<file path="config.mk">
export PLATFORM = sky130hd
export DESIGN_NAME = operand_fetch_unit
export DESIGN_NICKNAME = d
export VERILOG_FILES = /design/src/rtl/opfetch_pkg.sv /design/src/rtl/opfetch_scoreboard.sv /design/src/rtl/operand_fetch_unit.sv
export SDC_FILE = /design/constraint.sdc
export NUM_CORES = 1
export LEC_CHECK = 0
export CAP_MARGIN = 15
export CORE_AREA = 5 5 202 106
export CTS_BUF_LIST = sky130_fd_sc_hd__clkbuf_4
export DETAILED_ROUTE_END_ITERATION = 10
export DIE_AREA = 0 0 207 111
export PLACE_DENSITY = 0.63
export SKIP_CTS_REPAIR_TIMING = 1
export SYNTH_ARGS = -nofsm -noshare
export SYNTH_HDL_FRONTEND = slang
export SYNTH_SLANG_ARGS = --single-unit
</file>
<file path="constraint.sdc">
create_clock -name clk -period 4.1 [get_ports clk]
set_input_delay 1.025 -clock clk [delete_from_list [all_inputs] [get_ports clk]]
set_output_delay 1.025 -clock clk [all_outputs]
set_load 0.01 [all_outputs]
</file>
<file path="src/rtl/opfetch_pkg.sv">
// Shared register-file geometry for the operand fetch unit, RegisterFile and writeback stage.
// Single-cycle defaults only; no logic lives here.
package opfetch_pkg;
    localparam int DATA_W    = 32;
    localparam int REG_DEPTH = 32;
    localparam int REG_AW    = $clog2(REG_DEPTH);

    typedef logic [REG_AW-1:0] reg_addr_t;

    localparam reg_addr_t REG_ZERO = '0;
endpackage

</file>
<file path="src/rtl/opfetch_scoreboard.sv">
// Per-register busy vector: set on issue, clear on writeback, set wins on collision.
// Lookups are combinational from the registered vector; register 0 is never busy.
module opfetch_scoreboard #(
    parameter int REG_DEPTH = 32,
    parameter int AW        = $clog2(REG_DEPTH)
) (
    input  logic          clk,
    input  logic          reset,
    input  logic          set_vld,
    input  logic [AW-1:0] set_addr,
    input  logic          clr_vld,
    input  logic [AW-1:0] clr_addr,
    input  logic [AW-1:0] lk1_addr,
    output logic          lk1_busy,
    input  logic [AW-1:0] lk2_addr,
    output logic          lk2_busy,
    input  logic [AW-1:0] lk3_addr,
    output logic          lk3_busy
);
    logic [REG_DEPTH-1:0] busy_q;
    logic [REG_DEPTH-1:0] busy_d;

    always_comb begin
        busy_d = busy_q;
        if (clr_vld && clr_addr != '0) busy_d[clr_addr] = 1'b0;
        // Applied after the clear so a same-cycle set of the same register survives.
        if (set_vld && set_addr != '0) busy_d[set_addr] = 1'b1;
    end

    always_ff @(posedge clk) begin
        if (!reset) busy_q <= '0;
        else        busy_q <= busy_d;
    end

    assign lk1_busy = busy_q[lk1_addr];
    assign lk2_busy = busy_q[lk2_addr];
    assign lk3_busy = busy_q[lk3_addr];
endmodule

</file>
<file path="src/rtl/operand_fetch_unit.sv">
// Operand fetch: RegisterFile read, RAW/WAW scoreboard stall, 1-cycle output register to execute.
// Optional writeback bypass when OPFETCH_BYPASS_EN is defined; stalls decode while the output is held.
module operand_fetch_unit
    import opfetch_pkg::*;
#(
    parameter int DATA_W    = opfetch_pkg::DATA_W,
    parameter int REG_DEPTH = opfetch_pkg::REG_DEPTH,
    parameter int CNT_W     = 16,
    localparam int AW       = $clog2(REG_DEPTH)
) (
    input  logic              clk,
    input  logic              reset,
    input  logic              dec_valid,
    output logic              dec_ready,
    input  logic [AW-1:0]     dec_rs1,
    input  logic [AW-1:0]     dec_rs2,
    input  logic [AW-1:0]     dec_rd,
    input  logic              dec_rd_we,
    output logic [AW-1:0]     A_select,
    output logic [AW-1:0]     B_select,
    input  logic [DATA_W-1:0] A_out,
    input  logic [DATA_W-1:0] B_out,
    input  logic              wb_we,
    input  logic [AW-1:0]     wb_addr,
    input  logic [DATA_W-1:0] wb_data,
    output logic              ex_valid,
    input  logic              ex_ready,
    output logic [DATA_W-1:0] ex_op_a,
    output logic [DATA_W-1:0] ex_op_b,
    output logic [AW-1:0]     ex_rd,
    output logic              ex_rd_we,
    output logic [CNT_W-1:0]  stall_cnt
);
    logic              ex_valid_q, ex_valid_d;
    logic [DATA_W-1:0] ex_op_a_q, ex_op_a_d;
    logic [DATA_W-1:0] ex_op_b_q, ex_op_b_d;
    logic [AW-1:0]     ex_rd_q, ex_rd_d;
    logic              ex_rd_we_q, ex_rd_we_d;
    logic [CNT_W-1:0]  stall_cnt_q, stall_cnt_d;

    logic rs1_nz, rs2_nz, rd_nz;
    logic busy1, busy2, busy_rd;
    logic byp1, byp2;
    logic hazard, out_free, fire;

    assign rs1_nz = dec_rs1 != '0;
    assign rs2_nz = dec_rs2 != '0;
    assign rd_nz  = dec_rd  != '0;

    assign A_select = dec_rs1;
    assign B_select = dec_rs2;

`ifdef OPFETCH_BYPASS_EN
    assign byp1 = wb_we && (wb_addr == dec_rs1) && rs1_nz;
    assign byp2 = wb_we && (wb_addr == dec_rs2) && rs2_nz;
`else
    assign byp1 = 1'b0;
    assign byp2 = 1'b0;
`endif

    opfetch_scoreboard #(.REG_DEPTH(REG_DEPTH), .AW(AW)) u_sb (
        .clk      (clk),
        .reset    (reset),
        .set_vld  (fire && dec_rd_we),
        .set_addr (dec_rd),
        .clr_vld  (wb_we),
        .clr_addr (wb_addr),
        .lk1_addr (dec_rs1),
        .lk1_busy (busy1),
        .lk2_addr (dec_rs2),
        .lk2_busy (busy2),
        .lk3_addr (dec_rd),
        .lk3_busy (busy_rd)
    );

    // WAW: a write already in flight to rd blocks issue unless it retires this very cycle.
    assign hazard = (busy1 && rs1_nz && !byp1)
                 || (busy2 && rs2_nz && !byp2)
                 || (dec_rd_we && rd_nz && busy_rd && !(wb_we && wb_addr == dec_rd));

    assign out_free  = !ex_valid_q || ex_ready;
    assign dec_ready = out_free && !hazard;
    assign fire      = dec_valid && dec_ready;

    always_comb begin
        ex_valid_d  = ex_valid_q;
        ex_op_a_d   = ex_op_a_q;
        ex_op_b_d   = ex_op_b_q;
        ex_rd_d     = ex_rd_q;
        ex_rd_we_d  = ex_rd_we_q;
        stall_cnt_d = stall_cnt_q;
        if (fire) begin
            ex_valid_d = 1'b1;
            ex_op_a_d  = !rs1_nz ? '0 : (byp1 ? wb_data : A_out);
            ex_op_b_d  = !rs2_nz ? '0 : (byp2 ? wb_data : B_out);
            ex_rd_d    = dec_rd;
            ex_rd_we_d = dec_rd_we;
        end else if (ex_ready) begin
            ex_valid_d = 1'b0;
        end
        if (dec_valid && out_free && hazard && !(&stall_cnt_q))
            stall_cnt_d = stall_cnt_q + CNT_W'(1);
    end

    always_ff @(posedge clk) begin
        if (!reset) begin
            ex_valid_q  <= 1'b0;
            ex_op_a_q   <= '0;
            ex_op_b_q   <= '0;
            ex_rd_q     <= '0;
            ex_rd_we_q  <= 1'b0;
            stall_cnt_q <= '0;
        end else begin
            ex_valid_q  <= ex_valid_d;
            ex_op_a_q   <= ex_op_a_d;
            ex_op_b_q   <= ex_op_b_d;
            ex_rd_q     <= ex_rd_d;
            ex_rd_we_q  <= ex_rd_we_d;
            stall_cnt_q <= stall_cnt_d;
        end
    end

    assign ex_valid  = ex_valid_q;
    assign ex_op_a   = ex_op_a_q;
    assign ex_op_b   = ex_op_b_q;
    assign ex_rd     = ex_rd_q;
    assign ex_rd_we  = ex_rd_we_q;
    assign stall_cnt = stall_cnt_q;
endmodule

</file>
==> results by group <==
Status
  – Outcome: complete, no violations

Route
  – Routed length on met3: 1190 um
  – Max Used Layer: met4
  – Routed WL per cell: 16.9 um
  – Vias per cell: 5.07
  – DRC: 0
  – M1 WL: 8480 um
  – DRT iter0 DRCs: 447
  – Via count: 5812
  – WL final: 19300 um
  – Iteration count of the initial detailed-routing pass: 8
  – Met2 wire len: 9360 um
  – DRT antenna net count: 0

Synthesis
  – Yosys reg bits: 119
  – Register area share after synthesis: 41.4%
  – Primary FF master, synth: dfxtp_1
  – Synth Area in Adders: 0.217%
  – EDFF count, synth: 0
  – Cell count after synthesis: 673
  – Largest family of logic cells by synthesized area: simple AND/OR/NAND/NOR gates
  – Async SR Flop Fraction: 0%
  – Synth Area in Simple Gates: 21.7%
  – XOR/XNOR Fraction of Synth Area: 0.761%
  – Synthesized area per cell: 8.56 um^2
  – Cell Area, Synth: 5760 um^2
  – Mux cell area share after synthesis: 10.5%
  – Synth Area in Compound Gates: 19.3%
  – Synthesized Nets: 796
  – Count of different cell masters after synthesis: 46
  – Yosys warns: 0

Pwr
  – Cell leakage power: 3.13 nW
  – P per Cell Area: 330 nW/um^2
  – Max VDD drop: 0.000174 V

Clock tree
  – CTS tree: yes
  – Clock tree sinks: 119
  – Worst-skew pair later-pin latency: 0.52 ns
  – Clock Pin Slew Worst Setup and Hold Paths: 0.09 ns
  – CTS Buffer Depth: 2
  – H-tree levels: 4
  – CTS buffer count: 17
  – Root buf cell: clkbuf_4

Floorplan
  – Die ar.: 23000 um^2
  – Rows: 36
  – Io pins: 220
  – Area of the core: 19300 um^2
  – Die width: 207 um
  – Die Ht: 111 um
  – Initial core utilization: 29.9%

Setup path
  – Worst Path Arrival: 2.99 ns
  – Worst-path cell chain: clkbuf_2 -> mux4_2 -> mux2_4 -> o221ai_2 -> o2111ai_2 -> nor3_2 -> and2_1 -> dlymetal6s2s_1
  – CP Class: in -> out
  – R2R cell count: 9
  – CP max stage cell: mux4_2
  – Critical path peak fanout: 4
  – Worst setup SP type: primary input
  – Critical Path End Type: primary output
  – Worst stage delay on the critical path: 0.52 ns
  – Data required, critical path: 3.07 ns

Worst hold path
  – Hold path cells: 2
  – Hold Crit Class: reg -> reg

Final layout
  – Fin cells: 1147
  – Multi-input gate area: 3080 um^2
  – Register Area: 2380 um^2
  – Share of cells above drive strength 1: 14.8%
  – Filler instances: 1912
  – Final nets: 990
  – Area delta synth->final: 48.7%

STA
  – Worst Skew: 0.0265 ns
  – # setup viols final: 0
  – RSZ-0062 raised after global routing: no
  – Period utilization: 97.8%
  – Fmax: 249 MHz
  – Final Max Slew Viols: 0
  – Worst slew pin tran: 0.740 ns
  – Post-route setup TNS: 0 ns
  – Slew headroom: 50.0%
  – Final Critical Period: 4.01 ns
  – Final-report hold violation count: 0

Place
  – IO Port Bufs: 187
  – Placed Cells: 1110
  – Final GP Congestion: 0.841
  – Final HPWL from detailed placement: 14100 um

GRT
  – Overflow after GRT: 0
  – Initial antenna violation count: 2
  – Total GRT Usage: 16.1%
  – Pin count of the biggest net entering global routing: 66
  – First-pass GRT wire length: 30600 um
  – Vias in the first global route: 5593

Run
  – Max Cap Viol: 0
[logic make-up (layout without fill, tap and decap cells)]
logic type | after synthesis | in the layout
other cells | 0 | 2
flops | 119 | 119
xor+xnor | 5 | 5
simple gates | 250 | 250
buf+inv | 75 | 281
compound gates | 177 | 177
fa+ha+maj | 1 | 1
mux | 46 | 46
[worst paths after layout]
path / end / slack [ns] / start
setup / recovery: dec_ready / 0.09 / dec_rs1[0]
hold / removal: ex_op_a[0] / 0.47 / ex_op_a[0]
setup reg to reg: u_sb.busy_q[15] / 0.81 / u_sb.busy_q[2]
hold reg to reg: ex_op_a[0] / 0.47 / ex_op_a[0]
[metal layers]
metal	GRT usage, %	vias up
met2	26.5	185
met4	4.36	0
met1	20.8	2751
met3	4.69	21
met5	0	-
li1	-	2855
[cells in the mapped netlist (10+ instances only)]
| cell type | number | share of area (%) |
|---|---|---|
| a21oi_1 | 10 | 0.87 |
| buf_4 | 10 | 1.3 |
| clkbuf_1 | 41 | 2.7 |
| dfxtp_1 | 119 | 41 |
| mux2i_1 | 31 | 5.4 |
| mux4_2 | 11 | 4.3 |
| nand2_1 | 87 | 5.7 |
| nand3_1 | 85 | 7.4 |
| nand3b_1 | 10 | 1.3 |
| o211ai_1 | 32 | 4.2 |
| o21ai_0 | 88 | 7.6 |
| o31ai_1 | 16 | 2.1 |
[power breakdown]
| group | leakage [nW] | total (mW) | switching (mW) | internal [mW] |
|---|---|---|---|---|
| Combinational | 1.97 | 0.524 | 0.253 | 0.271 |
| Clock | 0.194 | 1.07 | 0.447 | 0.619 |
| Sequential | 0.969 | 1.24 | 0.0288 | 1.21 |
| Total | 3.13 | 2.83 | 0.729 | 2.10 |
[metrics by stage]
step | utilization [%] | worst slack (ns) | power [mW] | instance area [um^2] | hold slack, ns
after floorplan | - | 0.0208 | 1.49 | 5770 | 0.447
after global placement | 42.0 | -0.730 | 1.78 | 8100 | 0.452
after detailed placement | 42.0 | -0.736 | 1.79 | 8100 | 0.461
after CTS | 43.9 | -0.740 | 2.86 | 8460 | 0.478
after global routing | 44.4 | 0.0405 | 2.97 | 8560 | 0.498
final | 44.4 | 0.0888 | 2.83 | 8560 | 0.472
[placed cells by master (no fill, tap or decap), drive strengths merged, types with 8 or more instances in the layout]
cell type,count
nor3,8
clkbuf,22
mux4,11
dfxtp,119
o21ai,96
mux2i,31
o22ai,9
buf,59
nor2,8
clkdlybuf4s50,175
or4,8
nand2,87
o31ai,16
nand3b,10
nand3,85
nand2b,9
dlymetal6s2s,10
a21oi,10
or3,8
o211ai,32
[layout make-up]
cell class                      count  area share (%)
Tap cell                          266            3.89
Clock inverter                     11            2.38
Multi-Input combinational cell    479            36.0
Clock buffer                       20            1.75
Inverter                            4           0.175
Antenna cell                        2          0.0585
Timing Repair Buffer              246            27.9
Sequential cell                   119            27.8
[flip-flops by register name, indices dropped and copies added (netlist names)]
register	flops
ex_op_a	32
ex_op_b	32
u_sb.busy_q	32
stall_cnt	16
ex_rd	5
ex_rd_we	1
ex_valid	1
[critical path: cells and delay by family]
kind	cells	cell delay, ns
mux	2	0.80
simple gates	2	0.45
compound gates	2	0.39
buf+inv	2	0.31
Power figures use the tool's default switching activity.
